`config.mk`:
```
export PLATFORM = sky130hd
export DESIGN_NAME = pulse_event_arbiter
export DESIGN_NICKNAME = d
export VERILOG_FILES = /design/src/rtl/pulse_event_arbiter.sv
export SDC_FILE = /design/constraint.sdc
export NUM_CORES = 1
export LEC_CHECK = 0
export CAP_MARGIN = 20
export CELL_PAD_IN_SITES_DETAIL_PLACEMENT = 0
export CELL_PAD_IN_SITES_GLOBAL_PLACEMENT = 1
export CORE_ASPECT_RATIO = 0.75
export CORE_MARGIN = 4
export CORE_UTILIZATION = 44
export DETAILED_ROUTE_END_ITERATION = 7
export GPL_TIMING_DRIVEN = 0
export PLACE_DENSITY = 0.88
export SLEW_MARGIN = 40
export SYNTH_ARGS = -nofsm -noshare
export SYNTH_HDL_FRONTEND = slang
export SYNTH_SLANG_ARGS = --single-unit
```
`constraint.sdc`:
```
create_clock -name clk -period 2.16 [get_ports clk]
set_input_delay 0.324 -clock clk [delete_from_list [all_inputs] [get_ports clk]]
set_output_delay 0.324 -clock clk [all_outputs]
set_load 0.02 [all_outputs]
```
`src/rtl/pulse_event_arbiter.sv`:
```
// Level-to-event converter for N asynchronous request inputs, with one
// round-robin arbitrated valid/ready event channel shared by all of them.
module pulse_event_arbiter #(
    parameter int N          = 4,
    parameter int ID_W       = 2,
    parameter int LOW_CYCLES = 16
) (
    input  logic            clk,
    input  logic            rst,
    input  logic [N-1:0]    in,
    input  logic            evt_ready,
    output logic            evt_valid,
    output logic [ID_W-1:0] evt_id,
    output logic [N-1:0]    pending,
    output logic [N-1:0]    overrun
);

    localparam int CNT_W = $clog2(LOW_CYCLES) + 1;
    localparam logic [CNT_W-1:0] CNT_LAST = CNT_W'(LOW_CYCLES - 1);
    localparam logic [CNT_W-1:0] CNT_MAX  = '1;

    if (N < 2 || N > 16) begin : g_bad_n
        $error("pulse_event_arbiter: N must be in 2..16");
    end
    if ((1 << ID_W) < N) begin : g_bad_id_w
        $error("pulse_event_arbiter: ID_W too narrow for N");
    end
    if (LOW_CYCLES < 1) begin : g_bad_low
        $error("pulse_event_arbiter: LOW_CYCLES must be >= 1");
    end

    typedef enum logic {
        DISARMED = 1'b0,
        ARMED    = 1'b1
    } ch_state_t;

    logic [N-1:0]    sync_a;
    logic [N-1:0]    in_s;
    logic [N-1:0]    grant;
    logic            load;
    logic            found;
    logic [ID_W-1:0] next_id;
    logic [ID_W-1:0] last;
    logic [2*N-1:0]  rot;

    always_ff @(posedge clk or posedge rst) begin
        if (rst) begin
            sync_a <= '0;
            in_s   <= '0;
        end else begin
            sync_a <= in;
            in_s   <= sync_a;
        end
    end

    for (genvar g = 0; g < N; g++) begin : g_ch
        ch_state_t        state;
        logic [CNT_W-1:0] cnt;
        logic             fire;
        logic             pend_q;
        logic             ovr_q;

        // A channel re-arms only after a full run of synchronized lows.
        always_ff @(posedge clk or posedge rst) begin
            if (rst) begin
                state <= DISARMED;
                cnt   <= '0;
            end else begin
                unique case (state)
                    DISARMED: begin
                        if (in_s[g]) begin
                            cnt <= '0;
                        end else if (cnt == CNT_LAST) begin
                            state <= ARMED;
                            cnt   <= '0;
                        end else if (cnt != CNT_MAX) begin
                            cnt <= cnt + CNT_W'(1);
                        end
                    end
                    ARMED: begin
                        if (in_s[g]) begin
                            state <= DISARMED;
                        end
                    end
                    default: begin
                        state <= DISARMED;
                        cnt   <= '0;
                    end
                endcase
            end
        end

        assign fire = (state == ARMED) & in_s[g];

        always_ff @(posedge clk or posedge rst) begin
            if (rst) begin
                pend_q <= 1'b0;
                ovr_q  <= 1'b0;
            end else if (fire) begin
                pend_q <= 1'b1;
                if (pend_q && !grant[g]) begin
                    ovr_q <= 1'b1;
                end
            end else if (grant[g]) begin
                pend_q <= 1'b0;
            end
        end

        assign grant[g]   = load & found & (next_id == ID_W'(g));
        assign pending[g] = pend_q;
        assign overrun[g] = ovr_q;
    end

    assign load = ~evt_valid | evt_ready;

    // Rotate so bit 0 is the channel right after the last grant.
    assign rot = {pending, pending} >> ({1'b0, last} + (ID_W + 1)'(1));

    always_comb begin
        found   = 1'b0;
        next_id = '0;
        for (int k = 0; k < N; k++) begin
            if (!found && rot[k]) begin
                found   = 1'b1;
                next_id = ID_W'((int'(last) + 1 + k) % N);
            end
        end
    end

    always_ff @(posedge clk or posedge rst) begin
        if (rst) begin
            evt_valid <= 1'b0;
            evt_id    <= '0;
            last      <= ID_W'(N - 1);
        end else if (load) begin
            if (found) begin
                evt_valid <= 1'b1;
                evt_id    <= next_id;
                last      <= next_id;
            end else begin
                evt_valid <= 1'b0;
            end
        end
    end

endmodule

```
Word level (Yosys, flattened, before mapping):

Index checks and enable logic that the tools add are counted.

* input port bits: 7
* output and inout bits: 11
* flip-flop bits (word level): 45

* eq/ne operators: 11
* reductions and logical operators: 32
* add/sub/neg operators: 9
* bitwise operators: 15
* multiplexer cells: 45
* shifts and indexed selects: 1

Operators with widths (count)
* 5-bit two-way mux: 12
* 1-bit two-way mux: 25
* 5-bit by 1-bit adder with 5-bit output (second input constant): 4
* 5-bit by 4-bit equality test with 1-bit output (second input constant): 4
* 5-bit != test (second input constant): 4
* 2-bit AND reduction: 9
* 3-bit nonzero test: 4
* 1-bit bitwise AND: 9
* 2-bit two-way mux: 4
* 1-bit case mux with 2 select lines: 4
* 2-bit nonzero test: 4
* 8-bit by 3-bit right shift with 4-bit output: 1
* 1-bit logical AND: 7
* 1-bit zero test: 7
* 2-bit adder (second input constant): 3
* 1-bit inverter: 5
* 2-bit equality test (second input constant): 2
* 2-bit by 1-bit adder with 3-bit output (second input constant): 1
* 2-bit by 1-bit adder with 2-bit output (second input constant): 1
* 2-bit by 1-bit equality test with 1-bit output (second input constant): 1
* 2-bit zero test: 1
* 1-bit bitwise OR: 1

Logic depth before layout (Yosys ltp):

Gate-level depths: netlist of the first run.

* word-level depth: 17
* mapped depth: 6
* mapped depth without buffers: 5

Least setup slack after synthesis of the first run:

No wires, ideal clock.

* path type: flip-flop to flip-flop
* start point: register g_ch[3].cnt[0]
* end point: register g_ch[3].cnt[3]
* path slack: 0.599 ns
* library setup time: 0.136 ns
* stages on the path, launching flop included: 7
* data arrival time: 1.425 ns
* period minus slack after synthesis: 1.561 ns
* cells stage by stage: dfrtp_1 ha_1 and3_1 clkbuf_1 mux2_2 a21oi_1 o21ai_0

* word-level cells in the longest chain between the ends: 4

Ends and longest elaborated chain
* start: declaration: RTL line 58 `logic [CNT_W-1:0] cnt;`
* start signal: assignment: RTL line 77 `cnt <= cnt + CNT_W'(1);`
* 5-bit by 1-bit adder with 5-bit output: RTL line 77
* 5-bit two-way mux: RTL line 76 `end else if (cnt != CNT_MAX) begin`
* 5-bit two-way mux: RTL line 73 `end else if (cnt == CNT_LAST) begin`
* 5-bit two-way mux: RTL line 71 `if (in_s[g]) begin`

Several ways; a longest one is shown, not always the timed one. The select of a mux whose other input is x is not followed.
A chain may end at the register's enable or synchronous reset.

Worst setup path in the final report of the first run:

* start point: register g_ch[1].pend_q
* end point: output port pending[1]

RTL lines
* start: declaration: RTL line 60 `logic pend_q;`
* start signal: assignment: RTL line 97 `pend_q <= 1'b0;`
* start signal: assignment: RTL line 100 `pend_q <= 1'b1;`
* start signal: assignment: RTL line 105 `pend_q <= 1'b0;`
* end: declaration: RTL line 14 `output logic [N-1:0] pending,`

No word-level cell between the ends.

==> results.toml, run 1 <==
[route]
routed-via-count = 1590
post_drt_wl_per_cell_um = 13.2
drt-total-wl_mm = 3.94
drt_first_pass_iters = 5
drt_iter0_markers = 87
ant_nets = 0
drcViolationCount = 0
viasPerCell = 5.34

[cells_and_area]
finalNonFillerCells = 298
fin_area_um2 = 2450
fin_nets = 251
nFillCells = 420
antenna_cells = 0
syn2layout_area_growth_pct = 16.3
drive_gt1_share_pct = 12.9
fin_util_pct = 53.9

[worst_setup_path]
crit_chain = "buf_4 > clkdlybuf4s50_1"
cp.depth = 2
reg2regPathDepth = 6
end_kind = "primary output"
required_ns = 1.84
crit_path_max_incr_delay_ns = 0.59
cpMaxStageDelayCell = "clkdlybuf4s50_1"
arrival_ns = 1.56
crit_family = "buffers and inverters"
crit_type = "reg -> out"
worst-path-buf-inv = 2
crit_path_start_kind = "flip-flop"
crit_fanout = 9

[yosys]
syn-cell-area_um2 = 2110
synth_top_cell_area_share_pct = 51.0
ys_warn_count = 0
yosys.area.top_type = "dfrtp_1"
synthCells = 215
ys_top_cells_by_area = "dfrtp_1, a21oi_1, nand2_1"
ys_types = 39
syn-num-nets = 226
ys_seq_area_share_pct = 53.5
ys_seq_elements = 45
syn_avg_cell_area_um2 = 9.81

[power_and_ir_drop]
leakage_nw = 1.06
ir_worst_vdd_mv = 0.594
powerDensity_nw_per_um2 = 871

[sta]
drv_slew = 0
finalWorstSetupSlack_ns = 0.279
slew-limit-headroom_pct = 69.5
fin_crit_sh_pct = 87.1
rsz0062_at_grt = "no"
setup_tns_ns = 0
setup_viol = 0
tightest_slew_ns = 0.458
finalHoldViolCount = 0
min_period_ns = 1.88
worst_clock_skew_ns = 0.00729
fmax_mhz = 532

[clock_network]
clkTransAtPathRegs_ns = 0.07
clock_latency_ns = 0.29
cts_tree = "built"
ctsResizeCount = 0
cts_buffers = 5
cts_max_level = 2
clockRootBuffer = "clkbuf_8"
post_cts_buffers = 0
cts_max_path_buffers = 2
cts_hold_buffers = 0
clkSinkCount = 45

[grt]
grt_use_total_pct = 15.1
antenna_found_initial = 0
grt_pass1_vias = 1413
grt_max_degree = 39
grt_pass1_wl_mm = 6.83
grt_overflow = 0

[die]
coreArea_um2 = 4550
chipHeight_um = 67.9
pin_count = 18
die_area_um2 = 5970
rows = 21
initial_utilization_pct = 46.4
die_x_um = 87.9

[run_status]
status = "completed"

[place]
globalplace.congestion = 0.740
portBuffers = 17
postPlaceCellArea_um2 = 2370
hpwl_mm = 2.73
dp_slack_ns = 0.460
place_inst = 290

[min_path]
worstHoldPathType = "in -> async"

[run]
max-cap-violations = 0
-- where the power goes --
part / switching [mW] / total [mW] / internal [mW]
registers: 0.0955 / 1.03 / 0.935
logic: 0.336 / 0.613 / 0.277
clock network: 0.262 / 0.492 / 0.230
total: 0.693 / 2.14 / 1.44
-- state kept, by name (all words and copies together), names as in the netlist --
signal and flops:
evt_valid 1, sync_a 4, in_s 4, g_ch.pend_q 4, g_ch.state 4, last 2, g_ch.ovr_q 4, evt_id 2
g_ch.cnt 20
-- cell families (layout without fill, tap and decap cells) --
family / Yosys count / after routing / synth area share, %
compound gates: 69 / 69 / 20.5
simple gates: 64 / 64 / 14.7
flops: 45 / 45 / 53.5
buf+inv: 30 / 56 / 7.36
fa+ha+maj: 4 / 4 / 2.37
mux: 2 / 2 / 1.07
xor+xnor: 1 / 1 / 0.416
-- cell type report --
cell class | count | area (um^2) | share of cell area (%)
multi-input cells | 140 | 825 | 33.6
flip-flops and latches | 45 | 1130 | 46.0
inverters | 10 | 40.0 | 1.63
well taps | 57 | 71.3 | 2.91
repair buffers | 18 | 190 | 7.76
plain buffers | 20 | 118 | 4.80
clock buffers | 8 | 80.1 | 3.27
-- through the flow --
stage	hold WS [ns]	total power [mW]
after global routing	0.268	2.28
after floorplan	0.331	1.45
after detailed placement	0.340	1.66
final	0.265	2.14
after global placement	0.334	1.65
after CTS	0.254	2.17
-- path summary, 6_finish.rpt --
path                           startpoint             end  slack, ns
min reg2reg                     sync_a[1]         in_s[1]       0.35
min                                   rst  g_ch[1].cnt[3]       0.26
min in group clk                sync_a[1]         in_s[1]       0.35
max                        g_ch[1].pend_q      pending[1]       0.28
max in group asynchronous             rst         last[1]       1.43
max reg2reg                g_ch[3].cnt[0]  g_ch[3].cnt[3]       0.43
-- cell usage after synthesis --
master and number:
and2_1 1, ha_1 4, dfstp_2 2, a41oi_1 1
a21oi_1 26, xor2_1 1, buf_4 9, o22a_1 1
o21ai_0 13, a21o_1 4, nand4_1 1, nand2_1 20
nor4_2 1, or3_1 1, o41ai_1 1, dfrtp_1 43
a21boi_0 1, buf_1 1, a311oi_1 1, a211oi_2 2
nor3_1 7, or2_0 1, a311o_1 1, inv_1 10
nor3b_1 1, and3_1 8, mux2_2 2, a31oi_1 11
a21bo_2 1, nand2b_1 4, buf_6 1, nand3_1 5
clkbuf_1 8, a31o_2 4, a32oi_1 1, buf_2 1
o21a_1 1, nor2_1 13, nor2_2 1
-- metal layers --
metal  track usage, %  vias to the layer above  wire (um)  part of all wire [%]
li1                 -                      802          -                     -
met1             21.7                      757       2030                    52
met2             21.1                       26       1710                    43
met3             4.21                        5        146                   3.7
met4             6.32                        0         51                   1.3
met5                0                        -          0                     0
-- placed cells by master, fill, tap and decap left out, types with 2 or more instances in the layout --
cell type	synthesis	layout
nand2b_1	4	4
clkbuf_8	0	5
a31oi_1	11	11
buf_4	9	9
clkbuf_1	8	11
nand3_1	5	5
a31o_2	4	4
and3_1	8	8
dfrtp_1	43	43
mux2_2	2	2
dfstp_2	2	2
o21ai_0	13	13
nand2_1	20	20
clkdlybuf4s50_1	0	17
nor3_1	7	7
ha_1	4	4
a21oi_1	26	26
a211oi_2	2	2
inv_1	10	9
nor2_1	13	13
a21o_1	4	4
-- worst register-to-register path: cells and delay by family, from the launching register on --
family / cells / cell delay, ns
AOI/OAI and AO/OA: 2 / 0.21
adders and majority gates: 1 / 0.22
buffers and inverters: 1 / 0.22
DFF: 1 / 0.43
muxes: 1 / 0.36
and+or+nand+nor: 1 / 0.16
Note: power is estimated with default switching activity, not from simulation.
==> run 2, diff against run 1 <==
--- a/config.mk
+++ b/config.mk
@@ -13,8 +13,9 @@
 export CORE_UTILIZATION = 44
 export DETAILED_ROUTE_END_ITERATION = 7
 export GPL_TIMING_DRIVEN = 0
+export HOLD_SLACK_MARGIN = 0.05
 export PLACE_DENSITY = 0.88
-export SLEW_MARGIN = 40
+export SETUP_SLACK_MARGIN = 0.15
 export SYNTH_ARGS = -nofsm -noshare
 export SYNTH_HDL_FRONTEND = slang
 export SYNTH_SLANG_ARGS = --single-unit
==> results.toml, run 2 (same netlist as run 1, synthesis figures left out) <==
[worst_setup_path]
r2r_slack_ns = 0.43
end_kind = "primary output"
crit_path_start_kind = "flip-flop"
crit_type = "reg -> out"
cpMaxStageDelayCell = "clkdlybuf4s50_1"
r2r-end = "g_ch[3].cnt[3]"
crit_chain = "buf_4 > clkdlybuf4s50_1"
required_ns = 1.84
reg2regPathDepth = 6
worst-path-buf-inv = 2
crit_fanout = 8
arrival_ns = 1.55
worstReg2RegStart = "g_ch[3].cnt[0]"
crit_path_max_incr_delay_ns = 0.59
crit_family = "buffers and inverters"

[grt]
antenna_found_initial = 0
grt-busiest-layer = "met1"
met2_usage_pct = 21.0
grt_pass1_wl_mm = 6.78
grt_use_total_pct = 14.9
grt_use_met3_pct = 4.33
grt_overflow = 0
grt_pass1_vias = 1425
grt_max_degree = 39
met1_usage_pct = 21.3

[cells_and_area]
largest_register = "g_ch.cnt"
fin_area_um2 = 2460
antenna_cells = 0
final_common_cell = "dfrtp_1"
syn2layout_area_growth_pct = 16.5
largest_reg_flops = 20
drive_gt1_share_pct = 13.3
fin_nets = 251
fin_util_pct = 54.0
finalNonFillerCells = 297
layout_common_cells = "dfrtp_1, a21oi_1, nand2_1, clkdlybuf4s50_1"

[sta]
finalHoldViolCount = 0
tightest_slew_ns = 0.462
setup_viol = 0
rsz0062_at_grt = "no"
fin_crit_sh_pct = 86.8
fmax_mhz = 533
timing.hold.ws_ns = 0.248
drv_slew = 0
worst_clock_skew_ns = 0.00516
min_period_ns = 1.87
slew-limit-headroom_pct = 69.2

[clock_network]
clock_latency_ns = 0.29
cts_max_level = 2
post_cts_buffers = 0
ctsResizeCount = 0
clkSinkCount = 45
clkTransAtPathRegs_ns = 0.07
cts_hold_buffers = 0
cts_buffers = 5
cts_max_path_buffers = 2
clockRootBuffer = "clkbuf_8"
cts_tree = "built"

[place]
globalplace.congestion = 0.740
place_inst = 290
hpwl_mm = 2.72
postPlaceCellArea_um2 = 2370
portBuffers = 17

[route]
routed-via-count = 1583
post_drt_wl_per_cell_um = 13.0
drt_iter0_markers = 67
drt_first_pass_iters = 4
drt-total-wl_mm = 3.86
ant_nets = 0
viasPerCell = 5.33
drcViolationCount = 0

[run]
max-cap-violations = 0

[die]
pin_count = 18
rows = 21
coreArea_um2 = 4550
die_area_um2 = 5970
initial_utilization_pct = 46.4
chipHeight_um = 67.9
die_x_um = 87.9

[power_and_ir_drop]
leakage_nw = 1.06
ir_worst_vdd_mv = 0.604
powerDensity_nw_per_um2 = 879

[min_path]
worstHoldPathType = "in -> async"

[run_status]
status = "completed"
## run 2: worst max-delay path by stage
stage              startpoint             end  slack [ns]  cells after the start
2_1_floorplan  g_ch[3].cnt[0]  g_ch[3].cnt[3]        0.60                      6
3_3_place_gp              rst  g_ch[0].cnt[2]       -0.14                      2
3_5_place_dp   g_ch[3].cnt[0]  g_ch[3].cnt[3]        0.46                      6
4_1_cts        g_ch[2].pend_q      pending[2]        0.28                      2
5_1_grt        g_ch[1].pend_q      pending[1]        0.20                      2
6_report       g_ch[3].pend_q      pending[3]        0.29                      2
## run 2: report_power, final
group,internal [mW],switching [mW],total [mW],leakage [nW]
logic,0.277,0.339,0.616,0.451
clock network,0.254,0.259,0.513,0.0443
registers,0.935,0.0952,1.03,0.566
## run 2: area by class of cell
type	instances	area, um^2
multi-input combinational	140	825
sequential	45	1130
tap	57	71.3
fill	416	2090
inverter	10	37.5
clock buffer	7	86.3
timing repair buffer	18	190
buffer	20	118
## run 2: stage by stage
stage                     worst slack, ns  TNS (ns)  total power [mW]
after floorplan                     0.599         0              1.45
after global placement             -0.135     -5.73              1.65
after detailed placement            0.460         0              1.66
after CTS                           0.275         0              2.18
after global routing                0.203         0              2.30
final                               0.285         0              2.16
## run 2: metal layers
metal,routed length (um),share of wire [%]
met3,211,5.5
met1,1950,50
met5,0,0
met4,51,1.3
met2,1650,43
